`config.mk`:
```
export PLATFORM = sky130hd
export DESIGN_NAME = dtr_recovery_ctrl_flat
export DESIGN_NICKNAME = d
export VERILOG_FILES = /design/src/rtl/dtr_pkg.sv /design/src/rtl/dtr_recovery_ctrl_if.sv /design/src/rtl/dtr_down_counter.sv /design/src/rtl/dtr_recovery_ctrl.sv /design/src/flat_wrapper.sv
export SDC_FILE = /design/constraint.sdc
export NUM_CORES = 1
export LEC_CHECK = 0
export BUFFER_PORTS_ARGS = -buffer_cell sky130_fd_sc_hd__buf_2
export CORE_UTILIZATION = 40
export CTS_CLUSTER_DIAMETER = 60
export CTS_CLUSTER_SIZE = 12
export DETAILED_ROUTE_END_ITERATION = 16
export HOLD_SLACK_MARGIN = 0.02
export PLACE_DENSITY = 0.61
export SLEW_MARGIN = 40
export SYNTH_ARGS = -nofsm -noshare
export SYNTH_HDL_FRONTEND = slang
export SYNTH_SLANG_ARGS = --single-unit
```
`constraint.sdc`:
```
create_clock -name clk -period 2.4 [get_ports clk]
set_input_delay 0.6 -clock clk [delete_from_list [all_inputs] [get_ports clk]]
set_output_delay 0.6 -clock clk [all_outputs]
set_load 0.02 [all_outputs]
```
`src/rtl/dtr_pkg.sv`:
```
// Shared types for the DTR recovery sequencer: state encoding and Moore output decode.
package dtr_pkg;

    typedef enum logic [2:0] {
        IDLE,
        NORMAL,
        ROLLBACK,
        RECOVER,
        FAULT
    } state_t;

    // Bit order: save, rollBack, out_valid, busy, fault
    typedef struct packed {
        logic save;
        logic rollback;
        logic out_valid;
        logic busy;
        logic fault;
    } out_dec_t;

    localparam out_dec_t OUT_IDLE     = 5'b00000;
    localparam out_dec_t OUT_NORMAL   = 5'b10100;
    localparam out_dec_t OUT_ROLLBACK = 5'b01010;
    localparam out_dec_t OUT_RECOVER  = 5'b10010;
    localparam out_dec_t OUT_FAULT    = 5'b01001;

    function automatic out_dec_t decode_outputs(input state_t s);
        case (s)
            NORMAL:   return OUT_NORMAL;
            ROLLBACK: return OUT_ROLLBACK;
            RECOVER:  return OUT_RECOVER;
            FAULT:    return OUT_FAULT;
            default:  return OUT_IDLE;
        endcase
    endfunction

    function automatic int max3(input int a, input int b, input int c);
        int m;
        m = (a > b) ? a : b;
        return (m > c) ? m : c;
    endfunction

endpackage

```
`src/rtl/dtr_recovery_ctrl_if.sv`:
```
// Control/status bundle between the recovery sequencer and its environment.
interface dtr_recovery_ctrl_if #(
    parameter int N_FF  = 8,
    parameter int CNT_W = 8
);
    logic             en;
    logic             clr;
    logic [N_FF-1:0]  fail_i;
    logic             save;
    logic             rollBack;
    logic             out_valid;
    logic             busy;
    logic             fault;
    logic [CNT_W-1:0] err_cnt;

    modport master (
        output en, clr, fail_i,
        input  save, rollBack, out_valid, busy, fault, err_cnt
    );

    modport slave (
        input  en, clr, fail_i,
        output save, rollBack, out_valid, busy, fault, err_cnt
    );
endinterface

```
`src/rtl/dtr_down_counter.sv`:
```
// Loadable down counter that stops at zero and flags it.
module dtr_down_counter #(
    parameter int W = 4
) (
    input  logic         clk,
    input  logic         rst_n,
    input  logic         load,
    input  logic [W-1:0] load_val,
    input  logic         dec,
    output logic         zero
);
    logic [W-1:0] count_q, count_d;

    always_comb begin
        count_d = count_q;
        if (load)
            count_d = load_val;
        else if (dec && (count_q != '0))
            count_d = count_q - 1'b1;
    end

    always_ff @(posedge clk) begin
        if (!rst_n)
            count_q <= '0;
        else
            count_q <= count_d;
    end

    assign zero = (count_q == '0);
endmodule

```
`src/rtl/dtr_recovery_ctrl.sv`:
```
// Sequencer for time-double-redundant cells: rollback, replay, resume, escalate on recurring errors.
module dtr_recovery_ctrl
    import dtr_pkg::*;
#(
    parameter int N_FF         = 8,
    parameter int ROLLBACK_CYC = 2,
    parameter int RECOVER_CYC  = 3,
    parameter int RETRY_WINDOW = 16,
    parameter int MAX_RETRY    = 3,
    parameter int CNT_W        = 8
) (
    input  logic              clk,
    input  logic              rst_n,
    dtr_recovery_ctrl_if.slave bus
);
    localparam int CW = $clog2(max3(ROLLBACK_CYC, RECOVER_CYC, RETRY_WINDOW)) + 1;
    localparam int RW = $clog2(MAX_RETRY + 1);

    state_t           state_q, state_d;
    logic [RW-1:0]    retry_q, retry_d, retry_step;
    logic [CNT_W-1:0] err_cnt_q, err_cnt_d;
    logic             fail_any, take_fail, err_inc;
    logic             cyc_load, cyc_dec, cyc_zero;
    logic             win_load, win_dec, win_zero;
    logic [CW-1:0]    cyc_val, win_val;
    out_dec_t         outs;

    assign fail_any = |bus.fail_i;

    dtr_down_counter #(.W(CW)) u_cyc_cnt (
        .clk(clk), .rst_n(rst_n), .load(cyc_load), .load_val(cyc_val),
        .dec(cyc_dec), .zero(cyc_zero)
    );

    dtr_down_counter #(.W(CW)) u_win_cnt (
        .clk(clk), .rst_n(rst_n), .load(win_load), .load_val(win_val),
        .dec(win_dec), .zero(win_zero)
    );

    always_ff @(posedge clk) begin
        if (!rst_n) begin
            state_q   <= IDLE;
            retry_q   <= '0;
            err_cnt_q <= '0;
        end else begin
            state_q   <= state_d;
            retry_q   <= retry_d;
            err_cnt_q <= err_cnt_d;
        end
    end

    always_comb begin
        state_d    = state_q;
        retry_d    = retry_q;
        retry_step = RW'(1);
        take_fail  = 1'b0;
        err_inc    = 1'b0;
        cyc_load   = 1'b0;
        cyc_val    = '0;
        cyc_dec    = 1'b0;
        win_load   = 1'b0;
        win_val    = '0;
        win_dec    = 1'b0;

        case (state_q)
            IDLE: if (bus.en) state_d = NORMAL;
            NORMAL: begin
                if (fail_any) begin
                    take_fail  = 1'b1;
                    retry_step = win_zero ? RW'(1) : RW'(retry_q + 1'b1);
                end else begin
                    if (!bus.en) state_d = IDLE;
                    // Window expiry ends the retry streak; clearing one cycle late is harmless
                    // because a fail seen with the window at zero restarts the streak at 1.
                    if (win_zero) retry_d = '0;
                    else          win_dec = 1'b1;
                end
            end
            ROLLBACK: begin
                if (cyc_zero) begin
                    state_d  = RECOVER;
                    cyc_load = 1'b1;
                    cyc_val  = CW'(RECOVER_CYC - 1);
                end else begin
                    cyc_dec = 1'b1;
                end
            end
            RECOVER: begin
                if (fail_any) begin
                    take_fail  = 1'b1;
                    retry_step = RW'(retry_q + 1'b1);
                end else if (cyc_zero) begin
                    state_d  = NORMAL;
                    win_load = 1'b1;
                    win_val  = CW'(RETRY_WINDOW);
                end else begin
                    cyc_dec = 1'b1;
                end
            end
            FAULT: begin
                if (bus.clr) begin
                    state_d = IDLE;
                    retry_d = '0;
                end
            end
            default: state_d = IDLE;
        endcase

        if (take_fail) begin
            err_inc = 1'b1;
            retry_d = retry_step;
            if (int'(retry_step) == MAX_RETRY) begin
                state_d = FAULT;
            end else begin
                state_d  = ROLLBACK;
                cyc_load = 1'b1;
                cyc_val  = CW'(ROLLBACK_CYC - 1);
            end
        end

        if (state_d == IDLE) begin
            win_load = 1'b1;
            win_val  = '0;
        end
    end

    always_comb begin
        err_cnt_d = err_cnt_q;
        if (bus.clr)
            err_cnt_d = '0;
        else if (err_inc && (err_cnt_q != '1))
            err_cnt_d = err_cnt_q + 1'b1;
    end

    always_comb begin
        outs          = decode_outputs(state_q);
        bus.save      = outs.save;
        bus.rollBack  = outs.rollback;
        bus.out_valid = outs.out_valid;
        bus.busy      = outs.busy;
        bus.fault     = outs.fault;
        bus.err_cnt   = err_cnt_q;
    end
endmodule

```
`src/flat_wrapper.sv`:
```
// flat-port wrapper written by rule: the top's interface ports become plain ports
module dtr_recovery_ctrl_flat import dtr_pkg::*;
#(
    parameter int N_FF         = 8,
    parameter int ROLLBACK_CYC = 2,
    parameter int RECOVER_CYC  = 3,
    parameter int RETRY_WINDOW = 16,
    parameter int MAX_RETRY    = 3,
    parameter int CNT_W        = 8
)
  (clk, rst_n, bus_en, bus_clr, bus_fail_i, bus_save, bus_rollBack, bus_out_valid, bus_busy, bus_fault, bus_err_cnt);
  dtr_recovery_ctrl_if #(.N_FF(N_FF), .CNT_W(CNT_W)) bus_i ();
  input  logic clk;
  input  logic rst_n;
  input wire logic [$bits(bus_i.en)-1:0] bus_en;
  input wire logic [$bits(bus_i.clr)-1:0] bus_clr;
  input wire logic [$bits(bus_i.fail_i)-1:0] bus_fail_i;
  output wire logic [$bits(bus_i.save)-1:0] bus_save;
  output wire logic [$bits(bus_i.rollBack)-1:0] bus_rollBack;
  output wire logic [$bits(bus_i.out_valid)-1:0] bus_out_valid;
  output wire logic [$bits(bus_i.busy)-1:0] bus_busy;
  output wire logic [$bits(bus_i.fault)-1:0] bus_fault;
  output wire logic [$bits(bus_i.err_cnt)-1:0] bus_err_cnt;
  assign bus_i.en = bus_en;
  assign bus_i.clr = bus_clr;
  assign bus_i.fail_i = bus_fail_i;
  assign bus_save = bus_i.save;
  assign bus_rollBack = bus_i.rollBack;
  assign bus_out_valid = bus_i.out_valid;
  assign bus_busy = bus_i.busy;
  assign bus_fault = bus_i.fault;
  assign bus_err_cnt = bus_i.err_cnt;
  dtr_recovery_ctrl #(.N_FF(N_FF), .ROLLBACK_CYC(ROLLBACK_CYC), .RECOVER_CYC(RECOVER_CYC), .RETRY_WINDOW(RETRY_WINDOW), .MAX_RETRY(MAX_RETRY), .CNT_W(CNT_W)) u_core (.clk(clk), .rst_n(rst_n), .bus(bus_i));
endmodule
```
==> flow_metrics.env, run 1 <==
export IMPL_pre_cts_slack_ns=0.0216
export IMPL_std_cell_rows=20
export IMPL_synth_ff_type="dfxtp_1"
export IMPL_maxCapViolations=0
export IMPL_skew_ns=0.00295
export IMPL_startpoint_type="register"
export IMPL_hold_path_class="reg2reg"
export IMPL_ys_seq_elements=23
export IMPL_synthArstFlopShare=0
export IMPL_grt_busiest_layer="met2"
export IMPL_placed_area_mm2=0.00149
export IMPL_period_share=0.882
export IMPL_port_buffer_count=24
export IMPL_worstReg2RegEnd="u_core.u_win_cnt.count_q[3]"
export IMPL_start_util=0.419
export IMPL_cp_top_family="flip-flops"
export IMPL_clk_pin_slew_ns=0.13
export IMPL_gr_total_overflow=0
export IMPL_vias=1170
export IMPL_numCtsBuffers=3
export IMPL_insertion_delay_ns=0.30
export IMPL_grt_pass1_wl_um=4640
export IMPL_drive_gt1_frac=0.275
export IMPL_power_density_mw_per_mm2=496
export IMPL_design_area_mm2=0.00152
export IMPL_rsz0062_at_grt="false"
export IMPL_dieArea_mm2=0.00340
export IMPL_drtIter0Drc=34
export IMPL_core_area_mm2=0.00303
export IMPL_r2r_slack_ns=0.41
export IMPL_drt_pass1_iterations=4
export IMPL_min_period_ns=2.12
export IMPL_reg2reg_from="u_core.u_win_cnt.count_q[0]"
export IMPL_place_hpwl_um=2140
export IMPL_grt_use_total=0.174
export IMPL_status="complete, no violations"
export IMPL_die_height_um=58.3
export IMPL_use_met3=0.0308
export IMPL_worstSetupPathType="reg2out"
export IMPL_crit_fanout=9
export IMPL_drtAntennaViolNets=0
export IMPL_clk_path_buf_depth=2
export IMPL_synth_top_area_frac=0.363
export IMPL_yosys_area_top_type="dfxtp_1"
export IMPL_synth_edf_count=0
export IMPL_cp_depth=2
export IMPL_ys_types=43
export IMPL_cts_max_level=1
export IMPL_required_ns=1.80
export IMPL_synth_area_leaders="dfxtp_1, nor2_1, xnor2_1"
export IMPL_slew_violations=0
export IMPL_cts_resized=0
export IMPL_fin_tns_setup_ns=0
export IMPL_synth_common_cells="dfxtp_1, nor2_1, inv_1"
export IMPL_synth_area_mm2=0.00127
export IMPL_cts_root_buffer="clkbuf_4"
export IMPL_area_growth_pct=19.9
export IMPL_grt_use_met1=0.193
export IMPL_netlist_instances=144
export IMPL_synth_most_common_cell="dfxtp_1"
export IMPL_route_detailed_drc=0
export IMPL_use_met2=0.342
export IMPL_whs_path_depth=2
export IMPL_fmaxAchievable_mhz=472
export IMPL_wirelength_um=2690
export IMPL_worstMarginPinSlew_ns=0.496
export IMPL_antenna_found_initial=0
export IMPL_hold_worst_slack_ns=0.511
export IMPL_tritoncts="yes"
export IMPL_grt_max_degree=14
export IMPL_slowest_delay_ns=0.51
export IMPL_crit_path_start="u_core.state_q[0]"
export IMPL_cts_sinks=23
export IMPL_synth_seq_area_share=0.363
export IMPL_path_cells="nor2b_1, buf_2"
export IMPL_ys_warn_count=0
export IMPL_final_setup_viol_count=0
export IMPL_final_nets=196
export IMPL_synth_fp_nets=161
export IMPL_die_x_um=58.3
export IMPL_syn_avg_cell_area_um2=8.82
export IMPL_finalHoldViolations=0
export IMPL_post_cts_buffers=0
export IMPL_wire_per_inst_um=12.1
export IMPL_cp_buffers_inverters=1
export IMPL_vdd_drop_max_mv=0.277
export IMPL_arrival_ns=1.52
export IMPL_ff2ff_path_depth=8
export IMPL_cts_hold_buf=0
export IMPL_p_leak_nw=0.601
export IMPL_layout_setup_ws_ns=0.283
export IMPL_maxSlewHeadroom=0.669
export IMPL_dpl_cell_count=218
export IMPL_end_kind="output port"
export IMPL_worstSetupEndpoint="bus_save"
export IMPL_num_io_pins=25
export IMPL_diodes=0
export IMPL_viasPerCell=5.27
export IMPL_stdcell_count=222
export IMPL_gp_congestion=0.804
export IMPL_grt_pass1_vias=1116
export IMPL_cpMaxStageDelayCell="dfxtp_1"
-- per-layer routing --
layer / wire length, um / vias up
met5: 0 / -
met4: 31 / 0
met3: 108 / 6
met2: 1390 / 23
met1: 1160 / 557
li1: - / 584
-- registers in the layout (all words and copies together) (netlist names) --
signal,flops
u_core.retry_q,2
u_core.u_win_cnt.count_q,5
u_core.state_q,3
u_core.bus.err_cnt,8
u_core.u_cyc_cnt.count_q,5
-- power by group --
group          switching (mW)  total, mW  internal, mW
combinational          0.0919      0.163        0.0714
clock                   0.119      0.181        0.0621
sequential             0.0159      0.411         0.395
-- cells in the final DEF, fill, tap and decap left out, drive strengths merged, types with 2 or more instances in the layout --
cell | Yosys | layout
buf | 2 | 32
dfxtp | 23 | 23
nor2 | 21 | 21
inv | 10 | 10
nand2 | 9 | 9
a21oi | 8 | 8
xnor2 | 8 | 8
nand3 | 8 | 8
nor3 | 6 | 6
xor2 | 5 | 5
ha | 5 | 5
nor4 | 4 | 4
nand2b | 3 | 3
clkbuf | 0 | 3
or4 | 3 | 3
nor4b | 3 | 3
o21ai | 3 | 3
nor2b | 2 | 2
nand4 | 2 | 2
a22oi | 2 | 2
and2 | 2 | 2
-- layout make-up --
class / instances / area, um2
clock inverters: 1 / 5.00
inverters: 10 / 37.5
well taps: 44 / 55.1
repair buffers: 32 / 180
multi-input cells: 109 / 762
clock buffers: 3 / 22.5
fillers: 306 / 1510
flip-flops and latches: 23 / 460
-- logic make-up after synthesis --
family / Yosys count / share of synthesized area
compound gates: 26 / 0.168
xor+xnor: 13 / 0.0897
fa+ha+maj: 5 / 0.0493
buf+inv: 12 / 0.0424
flops: 23 / 0.363
simple gates: 65 / 0.288
-- tightest hold or removal path: stages (launching register included) --
cell and delay (ns):
dfxtp_1 0.36, o31ai_1 0.07, a21oi_1 0.06
-- how the worst min path moves through the flow --
| stage | start | end | slack (ns) |
|---|---|---|---|
| floorplan | u_core.u_cyc_cnt.count_q[4] | u_core.u_cyc_cnt.count_q[4] | 0.45 |
| global placement | u_core.u_cyc_cnt.count_q[4] | u_core.u_cyc_cnt.count_q[4] | 0.47 |
| detailed placement | u_core.u_cyc_cnt.count_q[4] | u_core.u_cyc_cnt.count_q[4] | 0.49 |
| CTS | u_core.u_cyc_cnt.count_q[4] | u_core.u_cyc_cnt.count_q[4] | 0.51 |
| global route | u_core.u_cyc_cnt.count_q[4] | u_core.u_cyc_cnt.count_q[4] | 0.53 |
| finish | u_core.u_cyc_cnt.count_q[4] | u_core.u_cyc_cnt.count_q[4] | 0.51 |
-- through the flow --
step            util  power, mW
2_1_floorplan      -      0.526
3_3_place_gp   0.492      0.576
3_5_place_dp   0.492      0.580
4_1_cts        0.501      0.760
5_1_grt        0.503      0.798
6_report       0.503      0.755
Power figures use the tool's default switching activity.
==> inputs of run 2 (changes only) <==
Settings changed: ABC_AREA set to 1, REMOVE_ABC_BUFFERS set to 1.
==> run 2 against run 1 <==
  * Fmax rose by 12%
  * Design area is 3.2% higher
  * Sequential cell count is the same
  * Sequential share of layout area is 0.94 points lower
  * Hold slack worse by 0.010 ns
  * Largest cell class unchanged
  * Highest routed layer unchanged
==> flow_metrics.env, run 2 <==
export IMPL_final_setup_viol_count=0
export IMPL_grt_pass1_wl_um=4630
export IMPL_cts_hold_buf=0
export IMPL_layout_commonest_cell="inv_1"
export IMPL_maxSlewHeadroom=0.680
export IMPL_synthArstFlopShare=0
export IMPL_num_io_pins=25
export IMPL_die_height_um=60.5
export IMPL_std_cell_rows=20
export IMPL_area_growth_pct=14.8
export IMPL_drive_gt1_frac=0.279
export IMPL_worstMarginPinSlew_ns=0.474
export IMPL_place_hpwl_um=2260
export IMPL_ys_warn_count=0
export IMPL_grt_max_degree=14
export IMPL_cts_root_buffer="clkbuf_4"
export IMPL_diodes=0
export IMPL_clk_path_buf_depth=2
export IMPL_hold_path_class="reg2reg"
export IMPL_route_detailed_drc=0
export IMPL_netlist_instances=187
export IMPL_end_kind="output port"
export IMPL_wirelength_um=2690
export IMPL_dpl_cell_count=255
export IMPL_drtAntennaViolNets=0
export IMPL_insertion_delay_ns=0.31
export IMPL_synth_common_cells="inv_1, dfxtp_1, nor2_1"
export IMPL_gp_congestion=0.844
export IMPL_synth_top_area_frac=0.336
export IMPL_synth_seq_area_share=0.336
export IMPL_arrival_ns=1.29
export IMPL_numCtsBuffers=3
export IMPL_gr_total_overflow=0
export IMPL_required_ns=1.80
export IMPL_stdcell_count=259
export IMPL_vdd_drop_max_mv=0.497
export IMPL_post_route_util=0.498
export IMPL_fin_tns_setup_ns=0
export IMPL_synth_ff_type="dfxtp_1"
export IMPL_die_x_um=60.5
export IMPL_clk_pin_slew_ns=0.13
export IMPL_yosys_area_top_type="dfxtp_1"
export IMPL_dieArea_mm2=0.00366
export IMPL_grt_pass1_vias=1089
export IMPL_skew_ns=0.0118
export IMPL_port_buffer_count=24
export IMPL_finalHoldViolations=0
export IMPL_p_leak_nw=0.710
export IMPL_cts_sinks=23
export IMPL_largest_reg_flops=8
export IMPL_maxCapViolations=0
export IMPL_status="complete, no violations"
export IMPL_fmaxAchievable_mhz=530
export IMPL_crit_fanout=6
export IMPL_period_share=0.786
export IMPL_viasPerCell=4.85
export IMPL_final_cell_mix="inv_1, buf_2, nor2_1, dfxtp_1, nand2_1"
export IMPL_min_period_ns=1.89
export IMPL_cts_resized=0
export IMPL_multiInputGateArea_um2=785
export IMPL_antenna_found_initial=0
export IMPL_synth_edf_count=0
export IMPL_syn_avg_cell_area_um2=7.32
export IMPL_drtIter0Drc=41
export IMPL_nFillCells=348
export IMPL_synth_most_common_cell="inv_1"
export IMPL_post_cts_buffers=0
export IMPL_drt_pass1_iterations=3
export IMPL_startpoint_type="register"
export IMPL_cts_max_level=1
export IMPL_ys_types=33
export IMPL_finalPower_mw=1.27
export IMPL_synth_area_mm2=0.00137
export IMPL_slew_violations=0
export IMPL_wire_per_inst_um=10.4
export IMPL_final_nets=233
export IMPL_vias=1257
export IMPL_ys_seq_elements=23
export IMPL_start_util=0.434
export IMPL_power_density_mw_per_mm2=806
export IMPL_rsz0062_at_grt="false"
export IMPL_tritoncts="yes"
export IMPL_core_area_mm2=0.00315
export IMPL_layout_area_seq_um2=460
export IMPL_grt_use_total=0.170
export IMPL_synth_area_leaders="dfxtp_1, inv_1, nor2_1"
export IMPL_worstSetupPathType="reg2out"
run 2: changes by cell type in the layout (fill, tap and decap cells not counted), sizes merged, moves of 5 or more:
cell,previous run,this run
a21oi,8,13
buf,32,24
inv,10,33
o21ai,3,9
nand2,9,31
xnor2,8,2
nor2,21,31
run 2: path summary, 6_finish.rpt:
check | from | to | slack [ns] | cells past startpoint
setup / recovery | u_core.state_q[1] | bus_rollBack | 0.51 | 5
hold / removal | u_core.u_win_cnt.count_q[1] | u_core.u_win_cnt.count_q[1] | 0.50 | 2
setup reg to reg | u_core.u_win_cnt.count_q[0] | u_core.u_win_cnt.count_q[0] | 0.62 | 14
hold reg to reg | u_core.u_win_cnt.count_q[1] | u_core.u_win_cnt.count_q[1] | 0.50 | 2
run 2: kinds of logic (layout without fill, tap and decap cells):
logic type      count (synthesis)  count (layout)  synth area share
flops                          23              23             0.336
fa+ha+maj                       5               5            0.0457
compound gates                 28              28             0.125
simple gates                   90              90             0.351
buf+inv                        33              61            0.0905
xor+xnor                        8               8            0.0512
run 2: area by class of cell:
class	count	share of cell area
multi-input combinational	131	0.499
clock buffer	3	0.0143
tap	44	0.0350
inverter	33	0.0788
sequential	23	0.293
clock inverter	1	0.00318
timing repair buffer	24	0.0764
run 2: routing by layer:
layer	wire length, um	vias to the layer above	track usage
met5	0	-	0
li1	-	663	-
met2	1200	29	0.273
met1	1350	561	0.232
met4	32	0	0.0584
met3	104	4	0.0256
run 2: per-stage QoR:
step	hold WS (ns)	cell area (um2)	setup slack [ns]
finish	0.501	1570	0.514
floorplan	0.461	1370	0.674
global placement	0.475	1540	0.357
detailed placement	0.488	1540	0.346
global route	0.537	1570	0.408
CTS	0.507	1570	0.506
run 2: report_power, final:
group	internal, mW	switching (mW)
Sequential	0.431	0.0538
Combinational	0.202	0.402
Clock	0.0622	0.117
Total	0.694	0.572
run 2: worst max-delay path: stages (launching register included):
cell	delay [ns]
dfxtp_1	0.46
inv_2	0.08
nor2_4	0.15
nand2_2	0.07
nand2_1	0.06
buf_2	0.16
==> inputs of run 3 (changes only) <==
Settings changed: ABC_AREA 1 to 0.
Clock period 2.4 ns to 1.96 ns, I/O delays scaled along.
==> run 3 against run 2 <==
  * Register-to-register slack got worse by 0.48 ns
  * Wire length rose by 9.9%
  * Sequential share of layout area fell by 0.070 points
  * Power fell by 24%
  * Final cell count fell by 12%
==> flow_metrics.env, run 3 (synthesis results as in run 1) <==
export IMPL_status="complete, no violations"
export IMPL_post_route_util=0.520
export IMPL_cts_max_level=1
export IMPL_layout_setup_ws_ns=0.0786
export IMPL_stdcell_count=227
export IMPL_maxSlewHeadroom=0.738
export IMPL_holdPathEnd="u_core.u_cyc_cnt.count_q[1]"
export IMPL_clk_path_buf_depth=2
export IMPL_tritoncts="yes"
export IMPL_power_density_mw_per_mm2=611
export IMPL_crit_fanout=6
export IMPL_swShare=0.306
export IMPL_slew_violations=0
export IMPL_gp_congestion=0.865
export IMPL_numCtsBuffers=3
export IMPL_layout_commonest_cell="buf_2"
export IMPL_worstReg2RegEnd="u_core.u_cyc_cnt.count_q[4]"
export IMPL_final_nets=201
export IMPL_fmaxAchievable_mhz=532
export IMPL_worstHoldStart="rst_n"
export IMPL_ff2ff_path_depth=7
export IMPL_num_io_pins=25
export IMPL_area_growth_pct=24.0
export IMPL_final_setup_viol_count=0
export IMPL_pwr_share_seq=0.520
export IMPL_pwr_share_comb=0.241
export IMPL_insertion_delay_ns=0.31
export IMPL_drt_pass1_iterations=4
export IMPL_period_share=0.960
export IMPL_viasPerCell=5.16
export IMPL_grt_max_degree=14
export IMPL_skew_ns=0.00325
export IMPL_grt_pass1_vias=1149
export IMPL_diodes=0
export IMPL_antenna_found_initial=0
export IMPL_drtIter0Drc=33
export IMPL_required_ns=2.18
export IMPL_cts_hold_buf=0
export IMPL_vias=1172
export IMPL_drtAntennaViolNets=0
export IMPL_port_buffer_count=24
export IMPL_route_detailed_drc=0
export IMPL_slowest_delay_ns=0.59
export IMPL_grt_pass1_wl_um=4930
export IMPL_finalPower_mw=0.962
export IMPL_hold_path_class="in2reg"
export IMPL_wire_per_inst_um=13.0
export IMPL_die_x_um=58.3
export IMPL_r2r_slack_ns=0.14
export IMPL_clk_pin_slew_ns=0.14
export IMPL_nFillCells=300
export IMPL_end_kind="register"
export IMPL_worstMarginPinSlew_ns=0.388
export IMPL_min_period_ns=1.88
export IMPL_largest_reg_flops=8
export IMPL_grt_use_total=0.188
export IMPL_hold_worst_slack_ns=0.488
export IMPL_wirelength_um=2950
export IMPL_whs_path_depth=2
export IMPL_dpl_cell_count=222
export IMPL_vdd_drop_max_mv=0.267
export IMPL_start_util=0.419
export IMPL_core_area_mm2=0.00303
export IMPL_cts_root_buffer="clkbuf_4"
export IMPL_dieArea_mm2=0.00340
export IMPL_power_switching_mw=0.294
export IMPL_std_cell_rows=20
export IMPL_die_height_um=58.3
export IMPL_arrival_ns=2.10
export IMPL_gr_total_overflow=0
export IMPL_p_int_mw=0.667
export IMPL_drive_gt1_frac=0.306
export IMPL_pre_cts_slack_ns=-0.358
export IMPL_path_cells="buf_2, or4_4, o31a_1, o22ai_2, and3b_4, a2111oi_2"
export IMPL_maxCapViolations=0
export IMPL_final_cell_mix="buf_2, dfxtp_1, nor2_1"
export IMPL_place_hpwl_um=2310
export IMPL_finalHoldViolations=0
export IMPL_power_frac_clock=0.238
export IMPL_cpMaxStageDelayCell="or4_4"
export IMPL_reg2reg_from="u_core.u_cyc_cnt.count_q[0]"
export IMPL_rsz0062_at_grt="false"
export IMPL_startpoint_type="input port"
export IMPL_p_leak_nw=0.642
export IMPL_worstSetupPathType="in2reg"
export IMPL_cts_sinks=23
[run 3: worst max path at each step]
stage / start / to / slack (ns) / depth (start not counted)
2_1_floorplan: bus_fail_i[1] / u_core.u_win_cnt.count_q[1] / -0.21 / 5
3_3_place_gp: bus_fail_i[1] / u_core.u_win_cnt.count_q[1] / -0.29 / 6
3_5_place_dp: bus_fail_i[1] / u_core.u_win_cnt.count_q[1] / -0.36 / 6
4_1_cts: u_core.u_win_cnt.count_q[0] / u_core.u_win_cnt.count_q[1] / 0.04 / 7
5_1_grt: u_core.u_win_cnt.count_q[0] / u_core.u_win_cnt.count_q[3] / 0.02 / 9
6_report: bus_fail_i[5] / u_core.u_win_cnt.count_q[1] / 0.08 / 6
[run 3: power by group through the flow]
stage          Clock [mW]  Sequential (mW)  Combinational (mW)
2_1_floorplan           0            0.510               0.133
3_3_place_gp            0            0.509               0.216
3_5_place_dp            0            0.510               0.222
4_1_cts             0.238            0.500               0.228
5_1_grt             0.254            0.503               0.256
6_report            0.229            0.500               0.232
[run 3: layout make-up]
| type | instances | area, um2 | area share |
|---|---|---|---|
| Inverter | 10 | 37.5 | 0.0238 |
| Tap cell | 44 | 55.1 | 0.0349 |
| Clock inverter | 1 | 5.00 | 0.00318 |
| Timing Repair Buffer | 37 | 218 | 0.138 |
| Multi-Input combinational cell | 109 | 777 | 0.493 |
| Clock buffer | 3 | 22.5 | 0.0143 |
| Sequential cell | 23 | 460 | 0.292 |
[run 3: metal layers]
metal,up-vias,wire length (um),global-route usage,share of wire
met3,4,111,0.0330,0.038
li1,590,-,-,-
met4,0,22,0.0646,0.0075
met2,33,1490,0.332,0.50
met1,545,1330,0.231,0.45
met5,-,0,0,0
[run 3: repair_timing]
item,in CTS,in global routing
setup buffers,0,1
endpoints found under the setup margin,5,4
resized for setup,3,2
[run 3: per-stage QoR]
step,TNS (ns),cell area [um2]
final,0,1580
after global routing,0,1580
after CTS,0,1570
after detailed placement,-4.98,1520
after global placement,-3.99,1520
after floorplan,-1.03,1250
[run 3: critical path, delay by kind of cell]
| family | cells | cell delay, ns |
|---|---|---|
| and+or+nand+nor | 2 | 0.84 |
| AOI/OAI and AO/OA | 3 | 0.67 |
| buffers and inverters | 1 | 0.10 |
